==> config.mk <==
export PLATFORM = sky130hd
export DESIGN_NAME = maj_net_eval
export DESIGN_NICKNAME = d
export VERILOG_FILES = /design/src/rtl/maj_net_eval.sv
export SDC_FILE = /design/constraint.sdc
export NUM_CORES = 1
export LEC_CHECK = 0
export CELL_PAD_IN_SITES_DETAIL_PLACEMENT = 1
export CELL_PAD_IN_SITES_GLOBAL_PLACEMENT = 2
export CORE_ASPECT_RATIO = 0.5
export CORE_MARGIN = 3
export CORE_UTILIZATION = 42
export DETAILED_ROUTE_END_ITERATION = 12
export PLACE_DENSITY_LB_ADDON = 0.1
export REMOVE_ABC_BUFFERS = 1
export SLEW_MARGIN = 5
export SYNTH_ARGS = -nofsm -noshare
export SYNTH_HDL_FRONTEND = slang
export SYNTH_SLANG_ARGS = --single-unit
==> constraint.sdc <==
create_clock -name clk -period 3.9 [get_ports clk]
set_input_delay 0.78 -clock clk [delete_from_list [all_inputs] [get_ports clk]]
set_output_delay 0.78 -clock clk [all_outputs]
set_load 0.02 [all_outputs]
==> src/rtl/maj_net_eval.sv <==
// Sequential evaluator for a programmable chain of 3-input majority gates, one gate per cycle.
// Latency: out_valid rises N_GATES+1 cycles after the accept cycle; one vector per N_GATES+2 cycles.
// Backpressure: in_ready is low outside IDLE; result and out_y are held in DONE until out_ready.
//
// Ports:
//   clk, rst              clock, synchronous active-high reset (also clears the program)
//   cfg_we/addr/data      program one gate: data = {c, b, a}, each field {inv, sel}
//   cfg_err               one-cycle pulse when a write is dropped (busy or bad address)
//   in_valid/ready/x      input vector handshake
//   out_valid/ready/y     result handshake; out_fwd_err flags an illegal operand read
module maj_net_eval #(
  parameter int N_IN    = 7,
  parameter int N_GATES = 6,
  localparam int SEL_W  = $clog2(N_IN + N_GATES + 1),
  localparam int CFG_W  = 3 * (SEL_W + 1),
  localparam int AW     = (N_GATES > 1) ? $clog2(N_GATES) : 1
) (
  input  logic             clk,
  input  logic             rst,
  input  logic             cfg_we,
  input  logic [AW-1:0]    cfg_addr,
  input  logic [CFG_W-1:0] cfg_data,
  output logic             cfg_err,
  input  logic             in_valid,
  output logic             in_ready,
  input  logic [N_IN-1:0]  in_x,
  output logic             out_valid,
  input  logic             out_ready,
  output logic             out_y,
  output logic             out_fwd_err
);

  localparam int FW = SEL_W + 1;

  typedef enum logic [1:0] {S_IDLE, S_EVAL, S_DONE} state_t;

  state_t            r_state;
  state_t            w_state_nxt;
  logic [CFG_W-1:0]  r_cfg [N_GATES];
  logic [N_IN-1:0]   r_x;
  logic [N_GATES-1:0] r_g;
  logic [AW-1:0]     r_k;
  logic              r_fwd_err;
  logic              r_cfg_err;

  logic              w_accept;
  logic              w_cfg_ok;
  logic              w_last;
  logic [CFG_W-1:0]  w_cfg_k;
  logic [1:0]        w_op_a, w_op_b, w_op_c;
  logic              w_gate;
  logic              w_gate_err;

  // Resolve one operand field: returns {illegal_read, value_after_inversion}.
  // Gate results are only legal when they come from an earlier gate (j < k);
  // anything else reads as 0 before the inversion bit is applied.
  function automatic logic [1:0] f_operand(
    input logic [FW-1:0]      fld,
    input logic [N_IN-1:0]    x,
    input logic [N_GATES-1:0] g,
    input logic [AW-1:0]      k
  );
    logic raw;
    logic err;
    int   sel;
    raw = 1'b0;
    err = 1'b0;
    sel = int'(fld[SEL_W-1:0]);
    for (int i = 0; i < N_IN; i++) begin
      if (sel == i + 1) raw = x[i];
    end
    for (int j = 0; j < N_GATES; j++) begin
      if (sel == N_IN + 1 + j) begin
        if (j < int'(k)) raw = g[j];
        else             err = 1'b1;
      end
    end
    if (sel > N_IN + N_GATES) err = 1'b1;
    return {err, raw ^ fld[SEL_W]};
  endfunction

  assign w_cfg_k    = r_cfg[r_k];
  assign w_op_a     = f_operand(w_cfg_k[0 +: FW],      r_x, r_g, r_k);
  assign w_op_b     = f_operand(w_cfg_k[FW +: FW],     r_x, r_g, r_k);
  assign w_op_c     = f_operand(w_cfg_k[2*FW +: FW],   r_x, r_g, r_k);
  assign w_gate     = (w_op_a[0] & w_op_b[0]) | (w_op_a[0] & w_op_c[0]) | (w_op_b[0] & w_op_c[0]);
  assign w_gate_err = w_op_a[1] | w_op_b[1] | w_op_c[1];

  assign w_last   = (r_k == AW'(N_GATES - 1));
  assign w_accept = in_valid && (r_state == S_IDLE);
  // Program is frozen outside IDLE so an evaluation always sees one consistent netlist.
  assign w_cfg_ok = cfg_we && (r_state == S_IDLE) && (int'(cfg_addr) < N_GATES);

  always_comb begin
    w_state_nxt = r_state;
    in_ready    = 1'b0;
    out_valid   = 1'b0;
    case (r_state)
      S_IDLE: begin
        in_ready = 1'b1;
        if (in_valid) w_state_nxt = S_EVAL;
      end
      S_EVAL: begin
        if (w_last) w_state_nxt = S_DONE;
      end
      S_DONE: begin
        out_valid = 1'b1;
        if (out_ready) w_state_nxt = S_IDLE;
      end
      default: w_state_nxt = S_IDLE;
    endcase
  end

  always_ff @(posedge clk) begin
    if (rst) begin
      r_state   <= S_IDLE;
      r_x       <= '0;
      r_g       <= '0;
      r_k       <= '0;
      r_fwd_err <= 1'b0;
      r_cfg_err <= 1'b0;
      for (int i = 0; i < N_GATES; i++) r_cfg[i] <= '0;
    end else begin
      r_state   <= w_state_nxt;
      r_cfg_err <= cfg_we && !w_cfg_ok;
      if (w_cfg_ok) r_cfg[cfg_addr] <= cfg_data;
      if (w_accept) begin
        r_x       <= in_x;
        r_g       <= '0;
        r_fwd_err <= 1'b0;
        r_k       <= '0;
      end
      if (r_state == S_EVAL) begin
        r_g[r_k]  <= w_gate;
        r_fwd_err <= r_fwd_err | w_gate_err;
        // Wrap to 0 after the last gate so the config read index stays in range.
        r_k       <= w_last ? '0 : r_k + AW'(1);
      end
    end
  end

  assign out_y       = r_g[N_GATES-1];
  assign out_fwd_err = r_fwd_err;
  assign cfg_err     = r_cfg_err;

endmodule

==> impl_metrics.ini <==
[power_and_ir_drop]
report.power.total_mw = 3.84
power.sequential.fraction_pct = 46.2
p_per_area_nw_per_um2 = 450
cellLeakagePower_nw = 3.10
combPwrFrac_pct = 10.5
power.switching_mw = 0.987
power.switching_fraction_pct = 25.7
worst_ir_drop_vdd_v = 0.000339
p_int_mw = 2.85
power_frac_clock_pct = 43.3

[timing]
worst_hold_margin_ns = 0.479
report.final.hold_viol_count = 0
finalCritPeriodShare_pct = 94.7
finalWorstPathRequiredPeriod_ns = 3.69
report.final.setup_viol = 0
max_slew_margin_pct = 53.3
fin_worst_skew_ns = 0.0156
worst_slew_pin_slew_ns = 0.682
rsz0062_at_grt = no
final-max-slew-violation-count = 0
max_freq_mhz = 271
post_route_setup_tns_ns = 0

[detailed_routing]
avgRoutedWirePerCell_um = 22.8
drt-vias-per-instance = 5.60
initialDrtViolationCount = 449
vias = 4981
drt-pass1-iter-count = 5
drc = 0
route.final.wire_length_um = 20300
postRouteAntennaNets = 0

[place]
routability_driven_placement_congestion_ratio = 0.866
io_buffer_count = 34
detailed_place.area_um2 = 7940
hpwl_um = 14200

[global_routing]
grt_pass1_vias = 5307
grt_pass1_wl_um = 31600
grt_antenna_before_repair = 0
grt_remaining_overflow = 0
grt_use_total_pct = 22.7
grt_start_max_net_pins = 30

[synth]
synthesis.area_um2 = 7120
mean_syn_cell_area_um2 = 12.5
yosysWarningCount = 0
synth_mux_area_share_pct = 16.3
area_fraction_of_the_dominant_cell_type_after_synthesis_pct = 50.6
ys_ff_latch = 143
yosys.area.top_type = sky130_fd_sc_hd__edfxtp_1
post_synth_most_frequent_cells = sky130_fd_sc_hd__edfxtp_1 (120), sky130_fd_sc_hd__nor2_1 (88), sky130_fd_sc_hd__nand2_1 (60), sky130_fd_sc_hd__a21oi_1 (29), sky130_fd_sc_hd__dfxtp_1 (23)
synth_edf_count = 120
yosys.cell_count.top_type = sky130_fd_sc_hd__edfxtp_1
postSynth.asyncResetShare_pct = 0
synth_adder_area_share_pct = 0.351
synth_cells = 572
synth_top_family_by_area = multiplexers
seq_area_frac_synth_pct = 57.1
yosys.area_share.xor_xnor_pct = 0
synth_top_cells_by_area = sky130_fd_sc_hd__edfxtp_1 (51%), sky130_fd_sc_hd__mux4_2 (7.0%), sky130_fd_sc_hd__dfxtp_1 (6.5%)
synthFlopType = sky130_fd_sc_hd__edfxtp_1
post_synth_and_or_nand_nor_area_fraction_pct = 15.6
synth_cell_types = 60
synth_compound_gate_area_share_pct = 7.69

[layout]
num-fill-cells = 1640
share_of_final_layout_standard_cells_stronger_than_drive_strength_1_pct = 17.1
number_of_nets_in_the_finished_design = 687
final_design_area_no_fill_um2 = 8520
layout.core_utilization_pct = 53.4
antenna_diode_count = 0
synth_to_layout_area_growth_pct = 19.7

[clock_tree]
clock_sinks = 143
numCtsBuffers = 17
cts_tree = done
cts_hold_repair.buffers = 0
post_cts.resized_instances = 0
clk_pin_slew_worst_paths_ns = 0.07
post-cts-setup-buffers = 0
worst_skew_late_latency_ns = 0.42
ctsLongestPathBuffers = 2
clk_root_buffer_cell = sky130_fd_sc_hd__clkbuf_16
ctsHtreeMaxLevel = 4

[floorplan]
core_area_um2 = 16000
start_util_pct = 44.6
floorplan.die.height_um = 98.1
dieWidth_um = 190
floorplan.rows = 32
io-pin-count = 35
floorplan.die_area_um2 = 18700

[min_path]
min-delay-path-class = reg -> reg

[setup_path]
start_kind = flop
worst-path-max-fanout = 14
crit_path_end_kind = flop
worst-r2r-setup-slack_ns = 0.21
cp.required_ns = 4.24
cp.arrival_ns = 4.04
criticalPathCategory = reg -> reg

[status]
outcome = completed

[job]
cap_viol_max_count = 0
==> critical path, stage by stage, from the launching register on <==
cell                       delay, ns
sky130_fd_sc_hd__dfxtp_2        0.59
sky130_fd_sc_hd__buf_4          0.25
sky130_fd_sc_hd__mux4_2         0.56
sky130_fd_sc_hd__mux2i_1        0.55
sky130_fd_sc_hd__a211oi_1       0.16
sky130_fd_sc_hd__a31oi_1        0.42
sky130_fd_sc_hd__o211ai_2       0.18
sky130_fd_sc_hd__a211oi_4       0.43
sky130_fd_sc_hd__o211ai_4       0.19
sky130_fd_sc_hd__a221oi_2       0.26
==> state kept, by name, summed over array words and instances, names as in the netlist, named ones only <==
signal       count
cfg_err          1
out_fwd_err      1
r_cfg          120
r_g              6
r_k              3
r_state          2
r_x              7
==> final cells by class <==
type                    instances  area, µm²  share of cell area [%]
inverters                      21       78.8                   0.925
multi-input cells             411       2960                    34.7
well taps                     221        277                    3.24
repair buffers                 61        556                    6.52
clock buffers                  18        429                    5.03
clock inverters                14        156                    1.83
flip-flops and latches        143       4070                    47.7
==> through the flow <==
| stage | std cells | worst slack, ns |
|---|---|---|
| 2_1_floorplan | 575 | -0.347 |
| 3_3_place_gp | 857 | 0.338 |
| 3_5_place_dp | 857 | 0.224 |
| 4_1_cts | 889 | 0.198 |
| 5_1_grt | 889 | 0.0233 |
| 6_report | 889 | 0.207 |
==> metal layers <==
| metal | up-vias | part of all wire [%] | GRT usage [%] |
|---|---|---|---|
| met5 | - | 0 | 0 |
| met2 | 114 | 47 | 36.5 |
| met4 | 0 | 1.4 | 6.54 |
| met3 | 24 | 4.9 | 5.85 |
| li1 | 2271 | - | - |
| met1 | 2572 | 47 | 30.8 |
==> power by group through the flow <==
stage          clock, mW  sequential [mW]  combinational (mW)
6_report            1.66             1.77               0.402
5_1_grt             1.75             1.78               0.437
4_1_cts             1.68             1.77               0.401
3_5_place_dp           0             1.81               0.397
3_3_place_gp           0             1.80               0.390
2_1_floorplan          0             1.79               0.233
==> cell usage in the layout, fill, tap and decap left out, types with 10 or more instances in the layout <==
master                            instances
sky130_fd_sc_hd__and2_1                  19
sky130_fd_sc_hd__dfxtp_1                 21
sky130_fd_sc_hd__o21ai_0                 10
sky130_fd_sc_hd__mux4_1                  10
sky130_fd_sc_hd__mux2i_1                 16
sky130_fd_sc_hd__nor2b_1                 13
sky130_fd_sc_hd__nand2_1                 60
sky130_fd_sc_hd__a21oi_1                 29
sky130_fd_sc_hd__nand2b_1                11
sky130_fd_sc_hd__clkbuf_16               17
sky130_fd_sc_hd__edfxtp_1               120
sky130_fd_sc_hd__mux2_2                  17
sky130_fd_sc_hd__nand3_1                 12
sky130_fd_sc_hd__nor2_1                  88
sky130_fd_sc_hd__inv_1                   21
sky130_fd_sc_hd__mux4_2                  22
sky130_fd_sc_hd__buf_4                   26
sky130_fd_sc_hd__conb_1                  30
sky130_fd_sc_hd__clkdlybuf4s50_1         34
==> cell families (layout without fill, tap and decap cells) <==
family                     count (synthesis)  after routing
and+or+nand+nor                          235            235
DFF                                      143            143
AOI/OAI and AO/OA                         76             76
muxes                                     68             68
buffers and inverters                     47            114
adders and majority gates                  2              2
other                                      1             30
==> path summary, 6_finish.rpt <==
check / endpoint / cells after the start / startpoint
setup / recovery: r_g[4]$_SDFF_PP0_ / 9 / flop
hold / removal: r_g[0]$_SDFF_PP0_ / 2 / r_g[0]$_SDFF_PP0_
setup reg to reg: r_g[4]$_SDFF_PP0_ / 9 / flop
hold reg to reg: r_g[0]$_SDFF_PP0_ / 2 / r_g[0]$_SDFF_PP0_
(Power assumes the default switching activity.)
